==> src/rtl/right_shifter_sticky_pipe.sv <==
// rtl/right_shifter_sticky_pipe.sv - pipelined right shifter with sticky, valid/ready handshake and sideband tag
// Shift levels run MSB-first; a register bank closes every REG_EVERY levels and the last group.
module right_shifter_sticky_pipe #(
  parameter int W         = 15,
  parameter int SW        = $clog2(W) + 1,
  parameter int REG_EVERY = 2,
  parameter int TAG_W     = 4
) (
  input  logic             i_clk,
  input  logic             i_rst,
  input  logic             i_valid,
  output logic             o_ready,
  input  logic [W-1:0]     i_in,
  input  logic [SW-1:0]    i_s,
  input  logic             i_padbit,
  input  logic [TAG_W-1:0] i_tag,
  output logic             o_valid,
  input  logic             i_ready,
  output logic [W-1:0]     o_r,
  output logic             o_sticky,
  output logic [TAG_W-1:0] o_tag
);

  localparam int L = (SW + REG_EVERY - 1) / REG_EVERY;

  logic             en;
  logic [W-1:0]     d_q   [L];
  logic             st_q  [L];
  logic [SW-1:0]    s_q   [L];
  logic             pad_q [L];
  logic [TAG_W-1:0] tag_q [L];
  logic             v_q   [L];

  assign o_valid  = v_q[L-1];
  assign en       = ~o_valid | i_ready;
  assign o_ready  = en;
  assign o_r      = d_q[L-1];
  assign o_sticky = st_q[L-1];
  assign o_tag    = tag_q[L-1];

  for (genvar g = 0; g < L; g++) begin : g_stage
    localparam int HI = SW - 1 - g * REG_EVERY;
    localparam int LO = (HI - REG_EVERY + 1 < 0) ? 0 : HI - REG_EVERY + 1;

    logic [W-1:0]     d_in;
    logic [W-1:0]     d_nx;
    logic [W-1:0]     d_ld;
    logic             st_in;
    logic             st_nx;
    logic [SW-1:0]    s_in;
    logic             pad_in;
    logic [TAG_W-1:0] tag_in;
    logic             v_in;

    if (g == 0) begin : g_src
      assign d_in   = i_in;
      assign st_in  = 1'b0;
      assign s_in   = i_s;
      assign pad_in = i_padbit;
      assign tag_in = i_tag;
      assign v_in   = i_valid;
    end else begin : g_src
      assign d_in   = d_q[g-1];
      assign st_in  = st_q[g-1];
      assign s_in   = s_q[g-1];
      assign pad_in = pad_q[g-1];
      assign tag_in = tag_q[g-1];
      assign v_in   = v_q[g-1];
    end

    // Intermediate data is zero-filled so pad bits can never leak into sticky.
    always_comb begin
      d_nx  = d_in;
      st_nx = st_in;
      for (int k = HI; k >= LO; k--) begin
        if (s_in[k]) begin
          if ((1 << k) >= W) begin
            st_nx = st_nx | (|d_nx);
            d_nx  = '0;
          end else begin
            st_nx = st_nx | (|(d_nx & ~({W{1'b1}} << (1 << k))));
            d_nx  = d_nx >> (1 << k);
          end
        end
      end
    end

    // The pad fill is applied once, from the full shift amount, just before the output register.
    if (g == L - 1) begin : g_fill
      logic [W-1:0] fill;
      assign fill = (s_in >= SW'(W)) ? {W{1'b1}} : ~({W{1'b1}} >> s_in);
      assign d_ld = pad_in ? (d_nx | fill) : d_nx;
    end else begin : g_fill
      assign d_ld = d_nx;
    end

    always_ff @(posedge i_clk or posedge i_rst) begin
      if (i_rst) begin
        d_q[g]   <= '0;
        st_q[g]  <= 1'b0;
        s_q[g]   <= '0;
        pad_q[g] <= 1'b0;
        tag_q[g] <= '0;
        v_q[g]   <= 1'b0;
      end else if (en) begin
        d_q[g]   <= d_ld;
        st_q[g]  <= st_nx;
        s_q[g]   <= s_in;
        pad_q[g] <= pad_in;
        tag_q[g] <= tag_in;
        v_q[g]   <= v_in;
      end
    end
  end

endmodule

==> config.mk <==
export PLATFORM = sky130hd
export DESIGN_NAME = right_shifter_sticky_pipe
export DESIGN_NICKNAME = d
export VERILOG_FILES = /design/src/rtl/right_shifter_sticky_pipe.sv
export SDC_FILE = /design/constraint.sdc
export NUM_CORES = 1
export LEC_CHECK = 0
export ABC_AREA = 0
export BUFFER_PORTS_ARGS = -buffer_cell sky130_fd_sc_hd__buf_4
export CAP_MARGIN = 20
export CORE_UTILIZATION = 45
export CTS_CLUSTER_DIAMETER = 200
export CTS_CLUSTER_SIZE = 30
export DETAILED_ROUTE_END_ITERATION = 6
export PLACE_DENSITY = 0.65
export SLEW_MARGIN = 40
export SYNTH_ARGS = -nofsm -noshare
export SYNTH_HDL_FRONTEND = slang
export SYNTH_SLANG_ARGS = --single-unit
==> constraint.sdc <==
create_clock -name i_clk -period 3.1 [get_ports i_clk]
set_input_delay 0.62 -clock i_clk [delete_from_list [all_inputs] [get_ports i_clk]]
set_output_delay 0.62 -clock i_clk [all_outputs]
set_load 0.01 [all_outputs]
==> reports/metrics.csv <==
stage;metric;value;unit
routing;route.detailed.wl_per_inst;13.9;µm
setup_path;crit_path_cell_trace;and2b_2 -> inv_2 -> buf_12 -> buf_4;
logic_synthesis;yosys.cell_types.count;40;
grt;largest_net_degree_at_the_start_of_global_routing;76;
logic_synthesis;synth_warnings;0;
final_layout;fin_util;55.2;%
setup_path;worstSetupPathType;reg2out;
final_layout;antenna-diode-count;0;
place;dp.final_hpwl;4680;µm
clock_tree;tritoncts;done;
logic_synthesis;area_leader_netlist;sky130_fd_sc_hd__dfrtp_1;
grt;groute.layer.met1.usage;27.6;%
pwr;irDropWorstVdd;444;µV
setup_path;worst-endpoint-arrival;1.47;ns
clock_tree;root_buffer;sky130_fd_sc_hd__clkbuf_8;
logic_synthesis;yosysTopAreaCellShare;54.2;%
logic_synthesis;synth_cells;363;
clock_tree;clock_sinks;75;
place;final_weighted_congestion_in_routability_driven_placement;0.784;
final_layout;num-fill-cells;699;
final_layout;final_net_count;432;
floorplanning;top_level_pins;51;
sta;rsz0062_at_grt;false;
clock_tree;cts_resized;0;
final_layout;multiInputGateArea;1430;µm²
clock_tree;cts-buffers-inserted;9;
setup_path;crit_buf_inv;3;
sta;period_share;67.5;%
sta;finalWorstSetupSlack;1.01;ns
sta;drv_slew;0;
flow_run;maxCapViolCount;0;
sta;clock_skew;0.0125;ns
grt;grt_pass1_wl;11800;µm
min_path;timing.hold.worst.class;in2async;
sta;max_slew.worst_pin.slew;0.799;ns
sta;hold_viol_final;0;
setup_path;crit_family;buffers and inverters;
final_layout;flow.area_growth_from_synthesis;16.9;%
final_layout;layout-drive-gt1-share;20.8;%
clock_tree;post_cts_setup_buffers;0;
floorplanning;floorplan.die.width;89.7;µm
floorplanning;start_util;47.2;%
clock_tree;post_cts_hold_buffer_count;0;
clock_tree;ctsHtreeMaxLevel;3;
floorplanning;chipHeight;89.7;µm
logic_synthesis;postSynthAreaPerCell;9.53;µm²
grt;first_global_vias;2421;
grt;groute.usage.overall;19.5;%
routing;postRouteAntennaNets;0;
grt;antenna_violations_before_repair;0;
grt;grtUsageMet3;4.48;%
pwr;leakage;1.95;nW
sta;setup_viol_count_final;0;
logic_synthesis;post_synth_main_area_contributors;sky130_fd_sc_hd__dfrtp_1 (54%), sky130_fd_sc_hd__nand2_1 (10%), sky130_fd_sc_hd__mux2i_1 (6.7%), sky130_fd_sc_hd__a21oi_1 (3.9%), sky130_fd_sc_hd__o21ai_0 (3.3%);
floorplanning;core.rowCount;31;
routing;detail_route.vias_per_cell;5.17;
routing;remaining_drc_errors;0;
sta;max_fclk;478;MHz
routing;drt_first_pass_iters;4;
sta;finalSetupTns;0;ns
setup_path;critPathRequiredTime;2.48;ns
floorplanning;fp.coreArea;7330;µm²
logic_synthesis;post_synth_instance_area;3460;µm²
routing;routed_wirelength;7040;µm
sta;timing.max_slew.rel_slack;46.7;%
setup_path;critPathSlowestCell;sky130_fd_sc_hd__dfrtp_1;
setup_path;timing.critical_path.slowest_cell_delay;0.38;ns
grt;grt_remaining_overflow;0;
place;portBuffers;50;
setup_path;worst_setup_path_end_kind;output port;
place;dpl_worst_slack;1.04;ns
logic_synthesis;yosysSeqAreaShare;54.2;%
grt;gr-max-usage-layer;met2;
routing;detail_route.iter0.violations;152;
setup_path;critical_path.startpoint_type;register;
clock_tree;path_clk_slew;0.08;ns
logic_synthesis;syn_nets;392;
run_status;status;complete, no violations;
clock_tree;clock_path_buffers;2;
clock_tree;clk-insertion-delay-late;0.34;ns
pwr;p_per_area;836;nW/µm²
logic_synthesis;number_of_synthesized_register_bits;75;
setup_path;critical_path.max_fanout;73;
grt;use_met2;29.5;%
final_layout;area.sequential;1880;µm²
floorplanning;fp.dieArea;8050;µm²
routing;detailroute.via_count;2620;
sta;layout_min_cycle_time;2.09;ns
state kept, by name, indices dropped and copies added, names as in the netlist:
name	cells
o_r	15
g_stage.tag_in	8
o_valid	1
g_stage.s_in	10
g_stage.d_in	30
g_stage.pad_in	2
o_tag	4
g_stage.v_in	2
g_stage.st_in	2
o_sticky	1
path summary, 6_finish.rpt:
path                       cells after the start                 start  slack [ns]              endpoint
min                                            3                 i_rst        0.35               o_r[14]
min reg2reg                                    2  g_stage[1].tag_in[1]        0.46  g_stage[2].tag_in[1]
max reg2reg                                    3    g_stage[2].s_in[0]        1.38                o_r[0]
max in group asynchronous                      3                 i_rst        2.40    g_stage[1].s_in[2]
min in group i_clk                             2  g_stage[1].tag_in[1]        0.46  g_stage[2].tag_in[1]
max                                            4               o_valid        1.01               o_ready
Yosys cell counts (all sizes together):
master   n
nand2   96
dfrtp   75
nor2    30
a21oi   28
o21ai   24
mux2i   23
buf     19
a22o    10
a31oi    9
mux2     6
clkbuf   5
inv      5
nor3     4
o31ai    4
nand2b   3
nor4     3
a21o     2
a221oi   2
and2     2
o211ai   2
o21a     2
or4      2
a211oi   1
a311oi   1
a31o     1
a41oi    1
and2b    1
and3     1
o22ai    1
metrics by stage:
stage | power, mW | cell area [µm²] | instances | hold WS [ns]
floorplan | 2.35 | 3460 | 363 | 0.430
global placement | 2.73 | 3870 | 491 | 0.445
finish | 3.38 | 4050 | 507 | 0.352
detailed placement | 2.76 | 3870 | 491 | 0.455
CTS | 3.42 | 4050 | 507 | 0.373
global route | 3.66 | 4050 | 507 | 0.399
layout make-up:
type,count,area share [%]
clock buffer,11,3.49
clock inverter,5,0.711
inverter,5,0.464
multi-input combinational,259,35.4
sequential,75,46.4
tap,99,3.06
timing repair buffer,53,10.5
placed cells by master, fill, tap and decap left out, types with 2 or more instances in the layout:
| cell type | count |
|---|---|
| sky130_fd_sc_hd__inv_1 | 3 |
| sky130_fd_sc_hd__nor2_1 | 30 |
| sky130_fd_sc_hd__o21ai_0 | 23 |
| sky130_fd_sc_hd__nor4_1 | 3 |
| sky130_fd_sc_hd__o211ai_1 | 2 |
| sky130_fd_sc_hd__a31oi_1 | 9 |
| sky130_fd_sc_hd__mux2_2 | 5 |
| sky130_fd_sc_hd__nor3_1 | 3 |
| sky130_fd_sc_hd__a22o_1 | 10 |
| sky130_fd_sc_hd__clkinv_2 | 4 |
| sky130_fd_sc_hd__nand2b_1 | 3 |
| sky130_fd_sc_hd__inv_2 | 2 |
| sky130_fd_sc_hd__dfrtp_1 | 74 |
| sky130_fd_sc_hd__o31ai_1 | 4 |
| sky130_fd_sc_hd__buf_4 | 51 |
| sky130_fd_sc_hd__buf_12 | 2 |
| sky130_fd_sc_hd__clkbuf_8 | 10 |
| sky130_fd_sc_hd__a21oi_1 | 27 |
| sky130_fd_sc_hd__o21a_1 | 2 |
| sky130_fd_sc_hd__nand2_1 | 96 |
| sky130_fd_sc_hd__mux2i_1 | 23 |
| sky130_fd_sc_hd__and2_1 | 2 |
power breakdown:
| group | switching, mW | internal, mW |
|---|---|---|
| sequential | 0.332 | 1.30 |
| clock | 0.347 | 0.309 |
| combinational | 0.550 | 0.545 |
| total | 1.23 | 2.15 |
routing by layer:
layer	up-vias	wire [µm]
li1	1333	-
met1	1223	3470
met2	57	3240
met3	7	253
met4	0	82
met5	-	0
cells by family after synthesis:
family | after synthesis | synth area share, %
buffers and inverters | 29 | 4.41
multiplexers | 29 | 8.71
flip-flops | 75 | 54.2
AND/OR/NAND/NOR | 142 | 16.8
AO/OA/AOI/OAI | 88 | 15.8
worst register-to-register path: stages, from the launching register on:
cell	delay [ns]
sky130_fd_sc_hd__dfrtp_1	0.87
sky130_fd_sc_hd__inv_1	0.22
sky130_fd_sc_hd__a221oi_1	0.40
sky130_fd_sc_hd__a21oi_1	0.11
Note: power is estimated with default switching activity, not from simulation.
